**config.mk**
```make
export PLATFORM = sky130hd
export DESIGN_NAME = divider_taint_track
export DESIGN_NICKNAME = d
export VERILOG_FILES = /design/src/rtl/divider_taint_track.sv
export SDC_FILE = /design/constraint.sdc
export NUM_CORES = 2
export LEC_CHECK = 0
export BUFFER_PORTS_ARGS = -buffer_cell sky130_fd_sc_hd__buf_2
export CELL_PAD_IN_SITES_DETAIL_PLACEMENT = 1
export CELL_PAD_IN_SITES_GLOBAL_PLACEMENT = 2
export CORE_AREA = 8 8 400 402
export DETAILED_ROUTE_END_ITERATION = 12
export DIE_AREA = 0 0 408 410
export HOLD_SLACK_MARGIN = 0.08
export PLACE_DENSITY_LB_ADDON = 0.25
export SLEW_MARGIN = 20
export SYNTH_ARGS = -nofsm -noshare
export SYNTH_HDL_FRONTEND = slang
export SYNTH_SLANG_ARGS = --single-unit
```
**constraint.sdc**
```tcl
create_clock -name clk -period 34.6 [get_ports clk]
set_clock_uncertainty 0.05 [all_clocks]
set_input_delay 1.73 -clock clk [delete_from_list [all_inputs] [get_ports clk]]
set_output_delay 1.73 -clock clk [all_outputs]
set_load 0.01 [all_outputs]
```
**src/rtl/divider_taint_track.sv**
```systemverilog
// Constant-time restoring divider with per-bit taint propagation on operands and results.
// Optional divide-by-zero flag outputs are enabled by defining DIV_ZERO_FLAG_EN.
module divider_taint_track #(
    parameter int unsigned WIDTH = 128
) (
    input  logic             clk,
    input  logic             rst,
    input  logic             start,
    input  logic             start_t,
    input  logic [WIDTH-1:0] dividend,
    input  logic [WIDTH-1:0] dividend_t,
    input  logic [WIDTH-1:0] divisor,
    input  logic [WIDTH-1:0] divisor_t,
    output logic [WIDTH-1:0] quotient,
    output logic [WIDTH-1:0] quotient_t,
    output logic [WIDTH-1:0] remainder,
    output logic [WIDTH-1:0] remainder_t,
    output logic             quotientDone,
    output logic             quotientDone_t
`ifdef DIV_ZERO_FLAG_EN
    ,
    output logic             divByZero,
    output logic             divByZero_t
`endif
);

    localparam int unsigned CW = (WIDTH > 2) ? $clog2(WIDTH) : 1;
    localparam logic [CW-1:0] LAST = CW'(WIDTH - 1);

    typedef enum logic [1:0] {IDLE, LOAD, RUN, DONE} state_t;
    state_t state, state_nx;

    logic [WIDTH-1:0] q_q, qt_q, d_q, dt_q;
    logic [WIDTH:0]   r_q, rt_q;
    logic [CW-1:0]    cnt_q;
    logic             ctrl_t_q;

    logic [WIDTH:0]   r_sh, rt_sh, r_nx, rt_nx, smear, d_ext, dt_ext;
    logic [WIDTH-1:0] q_nx, qt_nx;
    logic             sub_ok, sel_t, acc;

    always_ff @(posedge clk or posedge rst) begin
        if (rst) state <= IDLE;
        else     state <= state_nx;
    end

    always_comb begin
        state_nx = state;
        case (state)
            IDLE, DONE: if (start) state_nx = LOAD;
            LOAD:       state_nx = RUN;
            RUN:        if (cnt_q == LAST) state_nx = DONE;
            default:    state_nx = IDLE;
        endcase
    end

    always_comb begin
        quotientDone = (state == DONE);
    end

    // One restoring-division step; every RUN cycle does identical work for constant timing.
    always_comb begin
        d_ext  = {1'b0, d_q};
        dt_ext = {1'b0, dt_q};
        r_sh   = {r_q[WIDTH-1:0], q_q[WIDTH-1]};
        rt_sh  = {rt_q[WIDTH-1:0], qt_q[WIDTH-1]};
        sub_ok = (r_sh >= d_ext);
        sel_t  = (|rt_sh) | (|dt_q);
        smear  = '0;
        acc    = 1'b0;
        for (int unsigned k = 0; k <= WIDTH; k++) begin
            acc      = acc | rt_sh[k] | dt_ext[k];
            smear[k] = acc;
        end
        r_nx  = sub_ok ? (r_sh - d_ext) : r_sh;
        q_nx  = {q_q[WIDTH-2:0], sub_ok};
        qt_nx = {qt_q[WIDTH-2:0], sel_t};
        if (sel_t)       rt_nx = '1;
        else if (sub_ok) rt_nx = smear;
        else             rt_nx = rt_sh;
    end

    always_ff @(posedge clk or posedge rst) begin
        if (rst) begin
            q_q      <= '0;
            qt_q     <= '0;
            d_q      <= '0;
            dt_q     <= '0;
            r_q      <= '0;
            rt_q     <= '0;
            cnt_q    <= '0;
            ctrl_t_q <= 1'b0;
        end else begin
            if ((state == IDLE || state == DONE) && start_t) ctrl_t_q <= 1'b1;
            case (state)
                LOAD: begin
                    q_q   <= dividend;
                    qt_q  <= dividend_t;
                    d_q   <= divisor;
                    dt_q  <= divisor_t;
                    r_q   <= '0;
                    rt_q  <= '0;
                    cnt_q <= '0;
                end
                RUN: begin
                    q_q   <= q_nx;
                    qt_q  <= qt_nx;
                    r_q   <= r_nx;
                    rt_q  <= rt_nx;
                    cnt_q <= cnt_q + 1'b1;
                end
                default: ;
            endcase
        end
    end

    assign quotient       = q_q;
    assign quotient_t     = qt_q;
    assign remainder      = r_q[WIDTH-1:0];
    assign remainder_t    = rt_q[WIDTH-1:0];
    assign quotientDone_t = ctrl_t_q;

`ifdef DIV_ZERO_FLAG_EN
    assign divByZero   = (state == DONE) && (d_q == '0);
    assign divByZero_t = (state == DONE) && (|dt_q);
`endif

endmodule

```
# [After elaboration in Yosys (flattened, before gate mapping)]
# Index checks and enable logic that the tools add are counted.
# W data, S select, Z words.
[word_totals] register_bits=778 elab_cells=293
[classes] add_sub_neg=2 n_lt_le_gt_ge=1 eq_ne=6 muxes=11 bitwise_logic=256 reduce_logical=8
[ops] cell="$pmux W128 S2" n=4
[ops] cell="$mux W128" n=3
[ops] cell="$or A1 B1 Y1" n=256
[ops] cell="$ge A129 B128 Y1" n=1
[ops] cell="$reduce_or A129 Y1" n=1
[ops] cell="$reduce_or A128 Y1" n=1
[ops] cell="$sub A128 B128 Y128" n=1
[ops] cell="$pmux W7 S2" n=1
[ops] cell="$add A7 B1 Y7 const B" n=1
[ops] cell="$eq A7 B7 Y1 const B" n=1
[ops] cell="$pmux W2 S3" n=1
[ops] cell="$eq A2 B2 Y1 const B" n=2
[ops] cell="$mux W2" n=2
[ops] cell="$ne A2 B2 Y1 const B" n=2
[ops] cell="$eq A2 B1 Y1 const B" n=1
[ops] cell="$logic_not A2 Y1" n=1
[ops] cell="$reduce_and A2 Y1" n=1
[ops] cell="$reduce_bool A2 Y1" n=1
[ops] cell="$reduce_or A2 Y1" n=1
[ops] cell="$logic_and A1 B1 Y1" n=1
[ops] cell="$logic_or A1 B1 Y1" n=1

# [Logic depth before layout (Yosys ltp)]
[logic_depth] depth_word=258 mapped_depth=19

# [Worst setup path after synthesis]
# No wires, ideal clock.
[synth_path] path_kind="register to register" from="register r_q[21]" to="register r_q[122]" setup_time_ps=135 t_arrival_ps=3796 required_time_ps=34415 path_slack_ps=30619 stages_incl_launch_ff=18 n_path_buf=5 synth_period_minus_slack_ps=3981 path_cell_list="dfrtp_1 -> ha_1 -> clkbuf_1 -> o41ai_1 -> a21oi_2 -> nor4_1 -> o311a_1 -> a211o_1 -> or4b_1 -> and3_1 -> buf_6 -> a211o_1 -> and3_1 -> buf_6 -> buf_6 -> buf_6 -> a32oi_1 -> o41ai_2"
[synth_between] elab_chain_cells=3 elab_cells_between_ends=4 cone_classes="add/sub (1); order compare (1); mux (2)"
[synth_rtl] element="from (decl)" line="34" source="logic [WIDTH:0] r_q, rt_q;"
[synth_rtl] element="from (signal assigned)" line="108" source="r_q <= r_nx;"
[synth_rtl] element="$sub A128 B128 Y128 or $ge A129 B128 Y1 (tied branches)" line="75, 67"
[synth_rtl] element="$mux W128 *" line="75" source="r_nx = sub_ok ? (r_sh - d_ext) : r_sh;"
[synth_rtl] element="$pmux W128 S2 *" line="95" source="case (state)"
# Mark *: on every way between the ends. The rest lies on a longest branch, timed or not.
# A chain may end at the register's enable or synchronous reset.

# [Final worst setup path]
[layout_path] from="register r_q[0]" to="register r_q[12]"
# Same word-level chain as after synthesis.

==> results.yml <==
cells_and_area:
  layout-drive-gt1-share_pct: 26.66
  mostFrequentLayoutCell: "buf_2"
  final_util_pct: 32.74
  mostFrequentLayoutCells: "buf_2 (1029), nand2_1 (831), dfrtp_1 (778), o21ai_0 (515), mux2i_1 (262)"
  syn2layout_area_growth_pct: 26.68
  final_cells: 7263
  nNetsFinal: 5750
  stdcell_area_mm2: 0.05020
  fillerInstances: 17888
drt:
  drt_pass1_iterations: 5
  drc: 0
  ant_nets: 0
  via_count: 35499
  first_iter_violations: 1829
  routedWlPerCell_um: 26.66
  vias_per_cell: 4.888
  wl_um: 193600
cts:
  h-tree-depth: 3
  clock-sinks: 778
  cts_tree: "yes"
  cts_setup_buffers: 0
  ctsResizeCount: 0
  holdBufCountCts: 0
  numCtsBuffers: 98
  cts_root_buf: "clkbuf_16"
  path_clk_slew_ns: 0.06
  cts_buffer_depth: 3
  insertion_delay_ns: 0.73
placed_design:
  dp_hpwl_um: 152000
  place_congestion: 0.8856
  dp_slack_ns: 28.58
  post-place-cells: 7044
  port_buffers: 1029
  placed_area_mm2: 0.04672
global_route:
  antenna_found_initial: 101
  track_usage_pct: 22.25
  grt_pass1_wl_um: 278100
  grt_pass1_vias: 37671
  grt_max_degree: 187
  grt_overflow_total: 0
status:
  status: "finished clean"
timing:
  hold_ws_ns: 0.4263
  tns_ns: 0
  fin_crit_ns: 5.665
  rsz0062_at_grt: "no"
  tightest_slew_ns: 1.098
  max-slew-margin-rel_pct: 26.82
  fin_crit_sh_pct: 16.37
  timing.final.ws_setup_ns: 28.94
  finalHoldViolCount: 0
  setup_violations: 0
  fmax_mhz: 176.5
  report.final.slew_viol_count: 0
logic_synthesis:
  synth_seq_area_share_pct: 49.13
  ys_ff_latch: 778
  syn_avg_cell_area_um2: 9.482
  ys.flop_type: "dfrtp_1"
  syn-instance-count: 4179
  synth.yosys.warnings: 0
  syn_nets: 4828
  async_flop_share_pct: 100.0
  synth_edf_count: 0
  synth.distinct_cells: 70
  synth_area_mm2: 0.03963
min_path:
  hold_class: "reg2reg"
  whs_path_depth: 1
pwr:
  leakagePower_nw: 23.28
  total_power_mw: 2.037
  ir_worst_vdd_uv: 46.11
  power.density_mw_per_mm2: 40.58
critical_path:
  worstPathMaxFanout: 78
  crit_path_top_delay_cell: "buf_4"
  crit_family: "compound AO/OA/AOI/OAI gates"
  max_stage_delay_ns: 0.82
  start_kind: "flop"
  crit_chain: "ha_1 > nor2b_1 > o31a_1 > o41ai_1 > a21o_1 > a211o_1 > or4b_1 > and3_1 > a211o_1 > and3_4 > buf_4 > nor3_1 > a21oi_1 > o21ai_0"
  worst-path-stages: 14
  path_class: "reg2reg"
  cp.arrival_ns: 6.15
  critPathBufInv: 1
  r2r_cells: 14
  cp-end-kind: "flop"
  cp_data_required_time_ns: 35.08
  timing.critical_path.mode_cell: "a211o_1"
floorplan:
  pin_count: 1030
  core_mm2: 0.1533
  rows: 144
  die_h_um: 410
  start_util_pct: 25.84
  dieWidth_um: 408
  die_area_mm2: 0.1673
flow_run:
  max-cap-violations: 0
worst register-to-register path, stage by stage, from the launching register on:
cell,delay (ns)
dfrtp_1,0.42
ha_1,0.33
nor2b_1,0.15
o31a_1,0.28
o41ai_1,0.70
a21o_1,0.33
a211o_1,0.39
or4b_1,0.20
and3_1,0.31
a211o_1,0.24
and3_4,0.81
buf_4,0.83
nor3_1,0.22
a21oi_1,0.14
o21ai_0,0.10
logic make-up after synthesis:
kind of cell    synth area share [%]
simple gates                   13.81
compound gates                 15.84
flops                          49.13
buf+inv                        4.190
mux                            10.31
fa+ha+maj                      4.218
xor+xnor                       2.498
synthesized netlist by cell type (6+ instances only):
master	number	area (µm²)
a221oi_1	20	175.2
and4_1	9	78.83
a22oi_1	6	45.04
nand2_1	832	3123
o31a_1	6	52.55
o21a_1	25	187.7
and2_1	10	62.56
mux2_2	130	1464
o31ai_1	12	90.09
nor2b_1	14	87.58
and3_1	19	118.9
nand3_1	36	180.2
mux2i_1	262	2623
a21oi_1	195	975.9
a211oi_1	14	105.1
ha_1	132	1652
nor3_1	31	155.2
xnor2_1	66	578.1
o211ai_1	21	157.7
a221o_1	9	90.09
a211o_1	8	70.07
or3_1	9	56.30
a22o_1	17	148.9
a21o_1	72	540.5
nor2_1	139	521.8
a31oi_1	13	81.33
buf_6	6	67.56
o21bai_1	26	195.2
a32oi_1	11	96.34
buf_1	25	93.84
xor2_1	47	411.6
o21ai_0	516	2582
o21ai_1	55	275.3
buf_2	21	105.1
nand2b_1	18	112.6
nor4_1	78	488.0
nand4_1	56	350.3
inv_1	177	664.4
clkbuf_1	193	724.4
dfrtp_1	778	19470
routing by layer:
layer	up-vias	share of wire (%)	GRT usage, %
met5	-	0.16	0
met4	48	3.2	6.463
met3	293	7.1	7.342
met2	902	49	38.82
met1	17764	40	26.02
li1	16492	-	-
final cells by class:
| cell class | count | area (µm²) | area share [%] |
|---|---|---|---|
| antenna | 38 | 95.09 | 0.1894 |
| tap | 2044 | 2557 | 5.095 |
| sequential | 778 | 19470 | 38.78 |
| multi-input combinational | 2978 | 18560 | 36.98 |
| inverter | 177 | 671.9 | 1.338 |
| clock inverter | 37 | 499.2 | 0.9945 |
| timing repair buffer | 1068 | 5492 | 10.94 |
| clock buffer | 143 | 2851 | 5.680 |
state kept, by name (all words and copies together) (netlist names):
register and cells:
quotient 128, r_q 128, state 2, quotientDone_t 1, d_q 128, cnt_q 7
dt_q 128, rt_q 128, quotient_t 128
where the power goes:
part           switching [mW]  internal [mW]
clock network           0.450          0.621
registers                   0          0.910
logic                  0.0342         0.0223
final timing paths:
| kind | start | endpoint | slack, ns |
|---|---|---|---|
| setup reg to reg | r_q[0]$_DFFE_PP0P_ | r_q[12]$_DFFE_PP0P_ | 28.94 |
| min in group asynchronous | rst | quotient[77]$_DFFE_PP0P_ | 1.14 |
| max in group asynchronous | rst | quotient_t[47]$_DFFE_PP0P_ | 29.56 |
| setup / recovery | r_q[0]$_DFFE_PP0P_ | r_q[12]$_DFFE_PP0P_ | 28.94 |
| hold / removal | quotientDone_t$_DFFE_PP0P_ | quotientDone_t$_DFFE_PP0P_ | 0.43 |
| hold reg to reg | quotientDone_t$_DFFE_PP0P_ | quotientDone_t$_DFFE_PP0P_ | 0.43 |
Note: power is estimated with default switching activity, not from simulation.
